<file path="config.mk">
export PLATFORM = sky130hd
export DESIGN_NAME = rd_pntrs_and_empty
export DESIGN_NICKNAME = d
export VERILOG_FILES = /design/src/rtl/rd_pntrs_and_empty.sv
export SDC_FILE = /design/constraint.sdc
export NUM_CORES = 1
export LEC_CHECK = 0
export ABC_AREA = 1
export CAP_MARGIN = 5
export CORE_ASPECT_RATIO = 0.75
export CORE_MARGIN = 2
export CORE_UTILIZATION = 50
export CTS_BUF_LIST = sky130_fd_sc_hd__clkbuf_4 sky130_fd_sc_hd__clkbuf_8
export DETAILED_ROUTE_END_ITERATION = 10
export DONT_BUFFER_PORTS = 1
export PLACE_DENSITY = 0.68
export SLEW_MARGIN = 5
export SYNTH_ARGS = -nofsm -noshare
export SYNTH_HDL_FRONTEND = slang
export SYNTH_SLANG_ARGS = --single-unit
</file>
<file path="constraint.sdc">
create_clock -name rd_clk_i -period 3.16 [get_ports rd_clk_i]
set_clock_uncertainty 0.05 [all_clocks]
set_input_delay 0.316 -clock rd_clk_i [delete_from_list [all_inputs] [get_ports rd_clk_i]]
set_output_delay 0.316 -clock rd_clk_i [all_outputs]
set_load 0.01 [all_outputs]
</file>
<file path="src/rtl/rd_pntrs_and_empty.sv">
// -----------------------------------------------------------------------------
// rd_pntrs_and_empty
//
// Read-domain control stage of the dual-clock FIFO.
//   - Brings the Gray write pointer into the read clock domain through a
//     two-flop synchroniser and converts it to binary.
//   - Keeps the binary read pointer and its registered Gray copy. The Gray
//     copy is sent back to the write-side full logic.
//   - Produces the registered empty flag, the used-words count, the
//     almost-empty flag and a sticky underflow flag.
//
// Parameters
//   DWIDTH  data width. It is carried only so the hierarchy stays consistent;
//           no logic depends on it.
//   AWIDTH  RAM address width. FIFO depth is 2**AWIDTH, and the pointers are
//           AWIDTH+1 bits wide.
//   AE_LVL  almost-empty threshold in words, in the range 0..2**AWIDTH.
//
// Ports
//   rd_clk_i           in   read-domain clock, rising edge
//   aclr_i             in   asynchronous active-high reset
//   rd_req_i           in   read request; honoured only while not empty
//   wr_pntr_gray_i     in   Gray write pointer, asynchronous to rd_clk_i
//   rd_pntr_o          out  RAM read address (low AWIDTH bits of the binary pointer)
//   rd_pntr_gray_wr_o  out  registered Gray read pointer for the write domain
//   rd_empty_o         out  registered empty flag
//   rd_almost_empty_o  out  high while rd_usedw_o <= AE_LVL
//   rd_usedw_o         out  words available, 0..2**AWIDTH
//   rd_underflow_o     out  sticky; set when a read is attempted while empty
// -----------------------------------------------------------------------------
module rd_pntrs_and_empty #(
    parameter int DWIDTH = 8,
    parameter int AWIDTH = 4,
    parameter int AE_LVL = 2
) (
    input  logic              rd_clk_i,
    input  logic              aclr_i,
    input  logic              rd_req_i,
    input  logic [AWIDTH:0]   wr_pntr_gray_i,
    output logic [AWIDTH-1:0] rd_pntr_o,
    output logic [AWIDTH:0]   rd_pntr_gray_wr_o,
    output logic              rd_empty_o,
    output logic              rd_almost_empty_o,
    output logic [AWIDTH:0]   rd_usedw_o,
    output logic              rd_underflow_o
);

    localparam logic [AWIDTH:0] AE_LVL_W = (AWIDTH+1)'(AE_LVL);

    // Reject parameter values that cannot work, at elaboration time.
    if (DWIDTH < 1) begin : g_bad_dwidth
        $error("rd_pntrs_and_empty: DWIDTH must be at least 1");
    end
    if (AWIDTH < 1) begin : g_bad_awidth
        $error("rd_pntrs_and_empty: AWIDTH must be at least 1");
    end
    if ((AE_LVL < 0) || (AE_LVL > (1 << AWIDTH))) begin : g_bad_ae_lvl
        $error("rd_pntrs_and_empty: AE_LVL must be within 0..2**AWIDTH");
    end

    // Synchroniser stages, read pointer and status registers.
    logic [AWIDTH:0] r_sync1;
    logic [AWIDTH:0] r_sync2;
    logic [AWIDTH:0] r_rd_pntr_bin;
    logic [AWIDTH:0] r_rd_pntr_gray;
    logic            r_empty;
    logic            r_underflow;

    // Next-state and decoded values.
    logic            w_rd_en;
    logic [AWIDTH:0] w_rd_pntr_bin_next;
    logic [AWIDTH:0] w_rd_pntr_gray_next;
    logic [AWIDTH:0] w_wr_bin_sync;
    logic [AWIDTH:0] w_usedw;

    // Two-flop synchroniser. There must be no logic between the stages:
    // only one bit of the Gray input changes per write, so each stage
    // can only be one step behind.
    always_ff @(posedge rd_clk_i or posedge aclr_i) begin
        if (aclr_i) begin
            r_sync1 <= '0;
            r_sync2 <= '0;
        end else begin
            r_sync1 <= wr_pntr_gray_i;
            r_sync2 <= r_sync1;
        end
    end

    // Gray to binary: bit i is the XOR of sync2[AWIDTH:i].
    always_comb begin
        w_wr_bin_sync = '0;
        for (int i = 0; i <= AWIDTH; i++) begin
            w_wr_bin_sync[i] = ^(r_sync2 >> i);
        end
    end

    // The read pointer only moves for a request made while not empty.
    // The pointer wraps naturally at 2**(AWIDTH+1).
    assign w_rd_en             = rd_req_i & ~r_empty;
    assign w_rd_pntr_bin_next  = r_rd_pntr_bin + {{AWIDTH{1'b0}}, w_rd_en};
    assign w_rd_pntr_gray_next = w_rd_pntr_bin_next ^ (w_rd_pntr_bin_next >> 1);

    // Empty is decided from the *next* read pointer. A read that takes the
    // last word therefore raises empty on the same edge. A stale sync2 can
    // only make empty look true too long, never too short.
    always_ff @(posedge rd_clk_i or posedge aclr_i) begin
        if (aclr_i) begin
            r_rd_pntr_bin  <= '0;
            r_rd_pntr_gray <= '0;
            r_empty        <= 1'b1;
            r_underflow    <= 1'b0;
        end else begin
            r_rd_pntr_bin  <= w_rd_pntr_bin_next;
            r_rd_pntr_gray <= w_rd_pntr_gray_next;
            r_empty        <= (w_rd_pntr_gray_next == r_sync2);
            if (rd_req_i && r_empty) begin
                r_underflow <= 1'b1;
            end
        end
    end

    // Both operands come from registers. With legal pointers the
    // difference stays within 0..2**AWIDTH.
    assign w_usedw = w_wr_bin_sync - r_rd_pntr_bin;

    assign rd_pntr_o         = r_rd_pntr_bin[AWIDTH-1:0];
    // Driven straight from a flop so it can be safely sampled by the write domain.
    assign rd_pntr_gray_wr_o = r_rd_pntr_gray;
    assign rd_empty_o        = r_empty;
    assign rd_usedw_o        = w_usedw;
    assign rd_almost_empty_o = (w_usedw <= AE_LVL_W);
    assign rd_underflow_o    = r_underflow;

endmodule

</file>
==> results.sh, run 1 <==
export IMPL_status="finished, final reports clean"
export IMPL_syn_area_per_cell_um2=8.667
export IMPL_grtUsageMet3_pct=2.090
export IMPL_drv_slew=0
export IMPL_antenna_found_initial=0
export IMPL_wire_per_inst_um=11.48
export IMPL_antenna_cells=0
export IMPL_grt_pass1_vias=703
export IMPL_p_leak_uw=0.0006527
export IMPL_crit_fanout=3
export IMPL_grt_util_met2_pct=23.68
export IMPL_hold_start="rd_req_i"
export IMPL_period_share_pct=93.63
export IMPL_yosysWarnings=0
export IMPL_slew_headroom_pct=49.51
export IMPL_fillers=186
export IMPL_met1_usage_pct=22.52
export IMPL_layout_nets=149
export IMPL_required_ns=2.79
export IMPL_endpoint_kind="primary output"
export IMPL_coreArea_um2=2014
export IMPL_num_rows=14
export IMPL_final_period_minus_worst_setup_slack_ns=2.959
export IMPL_wl_um=1802
export IMPL_drtIter0Drc=15
export IMPL_seqCellArea_um2=526.8
export IMPL_multiInputGateArea_um2=475.5
export IMPL_synth_cell_types=17
export IMPL_grt_overflow=0
export IMPL_fin_tns_setup_ns=0
export IMPL_final_cell_mix="42 x nand2_1, 20 x dfrtp_1, 19 x inv_1"
export IMPL_drc=0
export IMPL_final_util_pct=59.13
export IMPL_yosysSeqAreaShare_pct=49.41
export IMPL_cts_tree="yes"
export IMPL_rrSetupSlack_ns=1.16
export IMPL_cts_sinks=21
export IMPL_grt_pass1_wl_um=2918
export IMPL_ir_drop_mv=0.6141
export IMPL_die_area_um2=2521
export IMPL_num_vias=776
export IMPL_drive_gt1_share_pct=6.767
export IMPL_reg2regPathDepth=12
export IMPL_syn_inst=123
export IMPL_whs_endpoint="rd_underflow_o"
export IMPL_drv_cap=0
export IMPL_cts_max_level=1
export IMPL_syn_nets=138
export IMPL_ant_nets=0
export IMPL_top_usage_layer="met2"
export IMPL_hold_path_class="input pin to flip-flop"
export IMPL_place_congestion=0.7983
export IMPL_dr_pass1_iters=4
export IMPL_crit_type="flip-flop to primary output"
export IMPL_grtUsageTotal_pct=15.75
export IMPL_die_w_um=57.32
export IMPL_insertion_delay_ns=0.29
export IMPL_cp_arrival_ns=2.59
export IMPL_clk_path_buf_depth=2
export IMPL_syn2layout_area_growth_pct=11.74
export IMPL_numCtsBuffers=3
export IMPL_reg2reg_from="rd_empty_o"
export IMPL_cp_start_kind="flip-flop"
export IMPL_worst_pin_slew_ns=0.7565
export IMPL_portBuffers=0
export IMPL_dieHeight_um=43.99
export IMPL_grt_max_degree=22
export IMPL_worstReg2RegEnd="rd_empty_o"
export IMPL_path_clk_slew_ns=0.11
export IMPL_finalSetupViolCount=0
export IMPL_hpwl_um=1387
export IMPL_max_freq_ghz=0.3380
export IMPL_ys_seq_elements=21
export IMPL_power_per_cell_area_nw_per_um2=967.9
export IMPL_viasPerCell=4.943
export IMPL_syn_area_um2=1066
export IMPL_initial_core_util_pct=52.92
export IMPL_pin_count=25
export IMPL_grt_setup_unrepaired="no"
export IMPL_mostFrequentLayoutCell="nand2_1"
export IMPL_cts_root_buf="clkbuf_4"
export IMPL_hold_slack_ns=0.08728
export IMPL_finalHoldViolations=0
export IMPL_hold_path_depth=1
export IMPL_totalPowerFinal_uw=1153
-- metrics by stage --
step | instances | worst slack (ns) | cell area (µm²)
2_1_floorplan | 123 | 0.6714 | 1066
3_3_place_gp | 147 | 0.5465 | 1096
3_5_place_dp | 147 | 0.4681 | 1096
4_1_cts | 157 | 0.1304 | 1184
5_1_grt | 157 | 0.01543 | 1191
6_report | 157 | 0.2014 | 1191
-- cells by family (layout without fill, tap and decap cells) --
| logic type | Yosys count | after routing | synth area share [%] |
|---|---|---|---|
| buffers and inverters | 19 | 29 | 6.690 |
| adder cells (fa/ha/maj) | 7 | 7 | 8.920 |
| AND/OR/NAND/NOR | 63 | 63 | 24.76 |
| flip-flops | 21 | 21 | 49.41 |
| XOR/XNOR | 7 | 7 | 7.160 |
| AO/OA/AOI/OAI | 6 | 6 | 3.052 |
-- critical path, cell delays in order, from the launching register on --
cell     delay, ns
dfrtp_1       0.44
xor2_2        0.28
xor2_2        0.24
xor2_1        0.10
ha_1          0.21
fa_1          0.40
xnor2_1       0.20
a21oi_1       0.15
nand3_1       0.08
nor2_1        0.18
-- layer usage --
metal	wire (µm)	part of all wire, %
met1	868	48
met2	833	46
met3	81	4.5
met4	19	1.1
met5	0	0
-- final cells by class --
type                            instances  area share, %
Multi-Input combinational cell         83          39.92
Tap cell                               24          2.521
Clock inverter                          1         0.4202
Inverter                               19          5.987
Clock buffer                            3          1.891
Sequential cell                        21          44.22
Timing Repair Buffer                    6          5.042
-- worst max-delay path by stage --
stage                   endpoint  cells past startpoint  slack (ns)       start
6_report       rd_almost_empty_o                      9        0.20  r_sync2[4]
5_1_grt        rd_almost_empty_o                      9        0.02  r_sync2[4]
4_1_cts        rd_almost_empty_o                      9        0.13  r_sync2[4]
3_5_place_dp   rd_almost_empty_o                      9        0.47  r_sync2[4]
3_3_place_gp   rd_almost_empty_o                      9        0.55  r_sync2[4]
2_1_floorplan  rd_almost_empty_o                      9        0.67  r_sync2[4]
-- registers in the layout, summed over array words and instances, names as in the netlist --
signal and cells:
rd_underflow_o 1, r_sync1 5, rd_pntr_gray_wr_o 4, r_rd_pntr_bin 5, r_sync2 5, rd_empty_o 1
-- repair_timing --
| action | CTS | global route |
|---|---|---|
| hold buffers | 6 | 0 |
| hold endpoints to repair | 25 | 0 |
| endpoints found under the setup margin | 0 | 1 |
| setup buffers | 0 | 0 |
| gates resized for setup | 0 | 1 |
-- synth_stat cells, drive strengths merged --
| cell type | instances | area [µm²] |
|---|---|---|
| a21o | 1 | 7.510 |
| fa | 1 | 20.02 |
| o21ai | 2 | 10.01 |
| or2 | 1 | 6.260 |
| nand3b | 1 | 7.510 |
| ha | 6 | 75.07 |
| dfstp | 1 | 26.28 |
| nor2 | 4 | 15.01 |
| xor2 | 5 | 58.81 |
| inv | 19 | 71.32 |
| nand4 | 2 | 12.51 |
| a21oi | 3 | 15.01 |
| xnor2 | 2 | 17.52 |
| dfrtp | 20 | 500.5 |
| nand3 | 13 | 65.06 |
| nand2 | 42 | 157.7 |
-- power by group --
part           switching, µW  internal (µW)  total [µW]
Combinational            375            203         578
Clock                   75.2           47.1         122
Sequential               105            347         453
Total                    555            598        1150
No activity file was read; power rests on OpenSTA's default activity.
==> inputs of run 2 (changes only) <==
Settings changed: SLEW_MARGIN 5 to not set.
==> results of run 2 <==
No change in the layout: final DEF, timing and power equal those of run 1.
